## src/rtl/lnrv_ilm_arb.sv

```systemverilog
// Two-port arbiter sharing one single-port SRAM between instruction fetch (port 0)
// and load/store (port 1). Port 1 wins by default; port 0 wins once it has starved.
module lnrv_ilm_arb #(
    parameter int P_ADDR_WIDTH   = 16,
    parameter int P_STARVE_LIMIT = 4
) (
    input  logic                    clk,
    input  logic                    reset_n,

    input  logic                    m0_req_valid,
    output logic                    m0_req_ready,
    input  logic                    m0_req_we,
    input  logic [3:0]              m0_req_wem,
    input  logic [P_ADDR_WIDTH-1:0] m0_req_addr,
    input  logic [31:0]             m0_req_wdata,
    output logic                    m0_rsp_valid,
    output logic [31:0]             m0_rsp_rdata,

    input  logic                    m1_req_valid,
    output logic                    m1_req_ready,
    input  logic                    m1_req_we,
    input  logic [3:0]              m1_req_wem,
    input  logic [P_ADDR_WIDTH-1:0] m1_req_addr,
    input  logic [31:0]             m1_req_wdata,
    output logic                    m1_rsp_valid,
    output logic [31:0]             m1_rsp_rdata,

    output logic                    ram_cs,
    output logic                    ram_we,
    output logic [3:0]              ram_wem,
    output logic [P_ADDR_WIDTH-1:0] ram_addr,
    output logic [31:0]             ram_wdata,
    input  logic [31:0]             ram_rdata
);

    localparam logic [3:0] STARVE_LIMIT = 4'(P_STARVE_LIMIT);

    logic [3:0] starve_cnt;
    logic       owner;
    logic       pending;
    logic       gnt0;
    logic       gnt1;
    logic       starved;

    // Grants are suppressed while reset is held so nothing reaches the SRAM.
    always_comb begin
        starved = (starve_cnt == STARVE_LIMIT);
        gnt0    = reset_n && m0_req_valid && (!m1_req_valid || starved);
        gnt1    = reset_n && m1_req_valid && !gnt0;
    end

    assign m0_req_ready = gnt0;
    assign m1_req_ready = gnt1;

    always_comb begin
        ram_cs    = 1'b0;
        ram_we    = 1'b0;
        ram_wem   = '0;
        ram_addr  = '0;
        ram_wdata = '0;
        if (gnt0) begin
            ram_cs    = 1'b1;
            ram_we    = m0_req_we;
            ram_wem   = m0_req_wem;
            ram_addr  = m0_req_addr;
            ram_wdata = m0_req_wdata;
        end else if (gnt1) begin
            ram_cs    = 1'b1;
            ram_we    = m1_req_we;
            ram_wem   = m1_req_wem;
            ram_addr  = m1_req_addr;
            ram_wdata = m1_req_wdata;
        end
    end

    always_ff @(posedge clk) begin
        if (!reset_n) begin
            pending    <= 1'b0;
            owner      <= 1'b0;
            starve_cnt <= '0;
        end else begin
            pending <= gnt0 || gnt1;
            if (gnt0 || gnt1)
                owner <= gnt1;
            if (gnt0)
                starve_cnt <= '0;
            else if (m0_req_valid && !starved)
                starve_cnt <= starve_cnt + 4'd1;
        end
    end

    // Gating with reset_n drops the response of a grant that is followed by reset.
    always_comb begin
        m0_rsp_valid = reset_n && pending && !owner;
        m1_rsp_valid = reset_n && pending && owner;
        m0_rsp_rdata = m0_rsp_valid ? ram_rdata : 32'd0;
        m1_rsp_rdata = m1_rsp_valid ? ram_rdata : 32'd0;
    end

endmodule

```

## config.mk

```make
export PLATFORM = sky130hd
export DESIGN_NAME = lnrv_ilm_arb
export DESIGN_NICKNAME = d
export VERILOG_FILES = /design/src/rtl/lnrv_ilm_arb.sv
export SDC_FILE = /design/constraint.sdc
export NUM_CORES = 1
export LEC_CHECK = 0
export CAP_MARGIN = 20
export CORE_AREA = 2 2 103 105
export DETAILED_ROUTE_END_ITERATION = 7
export DIE_AREA = 0 0 105 107
export PLACE_DENSITY = 0.61
export REMOVE_ABC_BUFFERS = 1
export SLEW_MARGIN = 10
export SYNTH_ARGS = -nofsm -noshare
export SYNTH_HDL_FRONTEND = slang
export SYNTH_SLANG_ARGS = --single-unit
export TNS_END_PERCENT = 10
```

## constraint.sdc

```tcl
create_clock -name clk -period 3.43 [get_ports clk]
set_clock_uncertainty 0.2 [all_clocks]
set_input_delay 0.5145 -clock clk [delete_from_list [all_inputs] [get_ports clk]]
set_output_delay 0.5145 -clock clk [all_outputs]
set_load 0.01 [all_outputs]
```

### Word-level counts from Yosys, hierarchy flattened

Index checks and enable logic that the tools add are counted.

* $add $sub $neg: 1
* equality and inequality tests: 1
* multiplexer cells: 12
* bitwise logic cells: 1
* reduce and logical (&&, ||, !) cells: 15

Operators with widths (number)
* 2-to-1 mux 32 bit: 4
* 2-to-1 mux 16 bit: 2
* logical AND 1 bit: 8
* 2-to-1 mux 4 bit: 2
* adder 4 x 1 -> 4 bit (second input constant): 1
* equality test 4 x 3 -> 1 bit (second input constant): 1
* zero test 1 bit: 4
* 2-to-1 mux 1 bit: 4
* logical OR 1 bit: 2
* OR reduction 2 bit: 1
* NOT 1 bit: 1

* register bits after elaboration: 6
* output and inout port bits: 122
* word-level logic and storage cells: 33

### Logic depth before layout (Yosys ltp)

* word-level depth: 7
* depth in mapped cells: 6
* depth with buffers taken out: 5

### Worst setup path before layout

OpenSTA, ideal clock, no wires.

* path kind: register -> output
* from: register starve_cnt[0]
* to: output ram_addr[10]
* data arrival time: 1492 ps
* data required time: 2715 ps
* path slack: 1224 ps
* stages on the path, launching flop included: 7
* buffers on the path: 1
* path through: dfxtp_1 > inv_1 > ha_1 > and2b_4 > a31oi_4 > buf_6 > a22o_1

* cells in the longest elaborated chain, start to end: 7

RTL lines
* start: declaration: line 38 `logic [3:0] starve_cnt;`
* start signal: assignment: line 88 `starve_cnt <= starve_cnt + 4'd1;`
* equality test 4 x 3 -> 1 bit: line 47 `starved = (starve_cnt == STARVE_LIMIT);`
* logical OR 1 bit: line 48 `gnt0 = reset_n && m0_req_valid && (!m1_req_valid || starved);`
* logical AND 1 bit: line 48
* zero test 1 bit: line 49 `gnt1 = reset_n && m1_req_valid && !gnt0;`
* logical AND 1 bit: line 49
* net m1_req_ready: line 20 `output logic m1_req_ready,`
* 2-to-1 mux 16 bit: line 67 `end else if (gnt1) begin`
* 2-to-1 mux 16 bit: line 61 `if (gnt0) begin`
* end: declaration: line 31 `output logic [P_ADDR_WIDTH-1:0] ram_addr,`

The timed path passes the listed nets, and every way through them passes these cells.

### Worst setup path after layout

* from: input m0_req_valid
* to: output ram_wdata[18]

* cells in the longest elaborated chain, start to end: 6

RTL lines
* start: declaration: line 10 `input logic m0_req_valid,`
* logical AND 1 bit (*) (2 in a row): line 48
* zero test 1 bit: line 49
* logical AND 1 bit: line 49
* 2-to-1 mux 32 bit: line 67
* 2-to-1 mux 32 bit (*): line 61
* end: declaration: line 32 `output logic [31:0] ram_wdata,`

Every way passes the cells marked *; elsewhere a longest branch is shown, timed or not.

==> qor.txt <==
=================================================================================
Residual DRC count                                                              0
I/O Buffers                                                                   263
Seq/Total Area, Yosys                                                      8.799%
Initial cell density of the core                                           13.53%
CP max stage cell                                                    clkdlybuf4s50_1
Antenna violations before repair                                                0
IR Drop Worst-Case VDD                                                   163.4 uV
Power density of the placed cells                                    145.9 nW/um^2
Post-detailed-route via-to-cell ratio                                       4.112
Final GP Congestion                                                        0.8545
Number of buffers created by CTS                                                3
Critical Path Most Common Cell                                       clkdlybuf4s50_1
Worst-path cell chain                                                clkdlybuf4s50_1 > nand2_1 > a21oi_4 > buf_12 > a22o_1 > clkdlybuf4s50_1
# resized after CTS                                                             0
H-Tree Depth                                                                    1
Count of cells along the worst hold path                                        1
Relative slew slack                                                        78.81%
Vias in the first global route                                               2318
Fraction of final layout cells sized beyond drive strength 1               3.271%
Vias                                                                         2319
Count of cell types in the netlist                                             28
Type of the worst min-delay path                                       reg -> reg
Family with the most delay on the worst path                         buffers and inverters
Cell count after synthesis                                                    173
Required @ worst endpoint                                                 2720 ps
Row count                                                                      37
Number of storage elements in the synthesis netlist                             6
Largest net degree at the start of global routing                              55
Number of standard cells in the layout, taps in and fillers out               564
Wire length of the first global-routing pass                             13.78 mm
Bufs on Longest Clock Path                                                      2
Total global routing track utilization                                     15.57%
Most common cell after layout, fill and taps aside                   clkdlybuf4s50_1
Outcome                                                              finished clean
N_diodes                                                                        0
# nets final                                                                  574
Hpwl dp                                                                  7.908 mm
Die outline area                                                      11240 sq um
Number of setup buffers added after CTS                                         0
Maximum frequency from static timing analysis                           317.6 MHz
Count of max-cap constraint violations                                          0
Worst Setup Path Type                                                   in -> out
Number of detailed-route iterations in the first pass                           4
Final total power                                                       0.6060 mW
Actual slew at the worst max-slew pin                                    315.7 ps
Post-route clock period utilization                                        91.81%
Clock tree from TritonCTS                                                   built
Number of placed instances with taps included                                 561
Worst-path fanout max                                                          54
Cell depth of the worst setup path                                              6
Die span in y                                                         107 microns
Slowest Stage Delay on Critical Path                                       600 ps
Post-detailed-routing wire length                                        9.422 mm
Hold buffer count at cts                                                        0
Leakage component of the power                                           1.596 nW
Ports                                                                         264
Total Neg Setup Slack                                                        0 ps
Clk_lat worst skew                                                         230 ps
Yosys warning count                                                             0
Number of clock sinks                                                           6
Crit start category                                                     input pin
Core ar.                                                              10090 sq um
Clk root buf                                                             clkbuf_8
Post-Syn Area                                                          1365 sq um
Antenna violation net count after detailed routing                              0
Wire length per cell after detailed routing                          16.71 microns
Clock period minus worst slack                                            3149 ps
Buffer and inverter count on the worst path                                     3
Clock slew seen by the registers of the worst setup and hold paths          40 ps
Starting DRT DRC Count                                                        115
Final Core Density                                                         41.16%
Arrival time of data at the critical path endpoint                        2430 ps
Final Hold Fails                                                                0
Crit end category                                                      output pin
Total count of max-transition violations in the final report                    0
Synthesized area per cell                                             7.891 sq um
Top library cells by usage in the layout, fill and taps aside        263 x clkdlybuf4s50_1, 64 x and2_1, 53 x a22o_1
Global-route congestion overflow total                                          0
RSZ-0062 raised after global routing                                        false
Worst Reg2Reg Path Length in Cells                                              5
Die span in x                                                         105 microns
Synthesis-to-finish area growth                                            204.3%
Setup-violating endpoint count in the final report                              0
=================================================================================
-- routing by layer --
| layer | vias to the layer above | global-route usage (%) | part of all wire (%) |
|---|---|---|---|
| met5 | - | 0 | 0 |
| met4 | 0 | 3.238 | 1.5 |
| met3 | 11 | 3.830 | 6.7 |
| met2 | 103 | 29.50 | 53 |
| met1 | 1061 | 17.59 | 39 |
| li1 | 1144 | - | - |
-- final cells by class --
class	count	area [sq um]
fill	1063	5938
timing repair buffer	270	2710
multi-input combinational	146	1101
tap	136	170.2
sequential	6	120.1
clock buffer	3	41.29
inverter	3	11.26
-- sequential cells by signal (all words and copies together) (netlist names) --
name / cells
owner: 1
pending: 1
starve_cnt: 4
-- power by group --
part           total (mW)  switching, mW  internal, mW  leakage (nW)
clock               0.109         0.0336        0.0757        0.0216
combinational       0.422          0.136         0.285          1.52
sequential         0.0750        0.00202        0.0730        0.0492
total               0.606          0.172         0.434          1.60
-- kinds of logic after synthesis --
family | after synthesis | synth area share (%)
and+or+nand+nor | 79 | 36.02
AOI/OAI and AO/OA | 64 | 41.98
buffers and inverters | 21 | 10.54
DFF | 6 | 8.800
adders and majority gates | 2 | 1.833
muxes | 1 | 0.8249
-- worst register-to-register path, cell delays in order (launching register included) --
cell	delay, ps
dfxtp_1	370
inv_1	80
ha_1	250
and3b_1	210
o21ai_1	280
o2111a_1	230
-- synthesized netlist by cell type --
library cell | number | share of area, %
and2_1 | 64 | 29
a31oi_4 | 1 | 1.6
nand3_1 | 2 | 0.73
and3_1 | 3 | 1.4
a22o_1 | 53 | 34
o211a_1 | 2 | 1.5
o31ai_1 | 1 | 0.55
mux2_1 | 1 | 0.82
buf_6 | 5 | 4.1
and3b_1 | 1 | 0.64
o2111a_1 | 1 | 0.82
inv_1 | 3 | 0.82
nand4_1 | 1 | 0.46
clkbuf_1 | 3 | 0.82
a21o_1 | 1 | 0.55
nor2_1 | 2 | 0.55
dfxtp_1 | 6 | 8.8
and2b_4 | 1 | 0.73
ha_1 | 2 | 1.8
a21oi_4 | 1 | 1.2
o21ai_1 | 1 | 0.37
nand3b_2 | 1 | 0.82
o21a_1 | 2 | 1.1
nand2_1 | 3 | 0.82
buf_4 | 6 | 3.3
buf_2 | 4 | 1.5
a21oi_1 | 1 | 0.37
nand3b_1 | 1 | 0.55
-- through the flow --
stage / hold WS (ps) / setup WS, ps / area (sq um)
after floorplan: 285.7 / 755.3 / 1232
after global placement: 308.6 / 211.3 / 4113
after detailed placement: 310.3 / 225.5 / 4113
after CTS: 329.8 / 222.0 / 4154
after global routing: 337.8 / 147.3 / 4154
final: 324.2 / 281.0 / 4154
-- final timing paths --
kind / from / slack (ps) / end
worst max-delay path: m0_req_valid / 280 / ram_wdata[18]
worst min register to register: owner / 320 / owner
worst max register to register: starve_cnt[0] / 1760 / starve_cnt[2]
worst min-delay path: owner / 320 / owner
(Power assumes the default switching activity.)
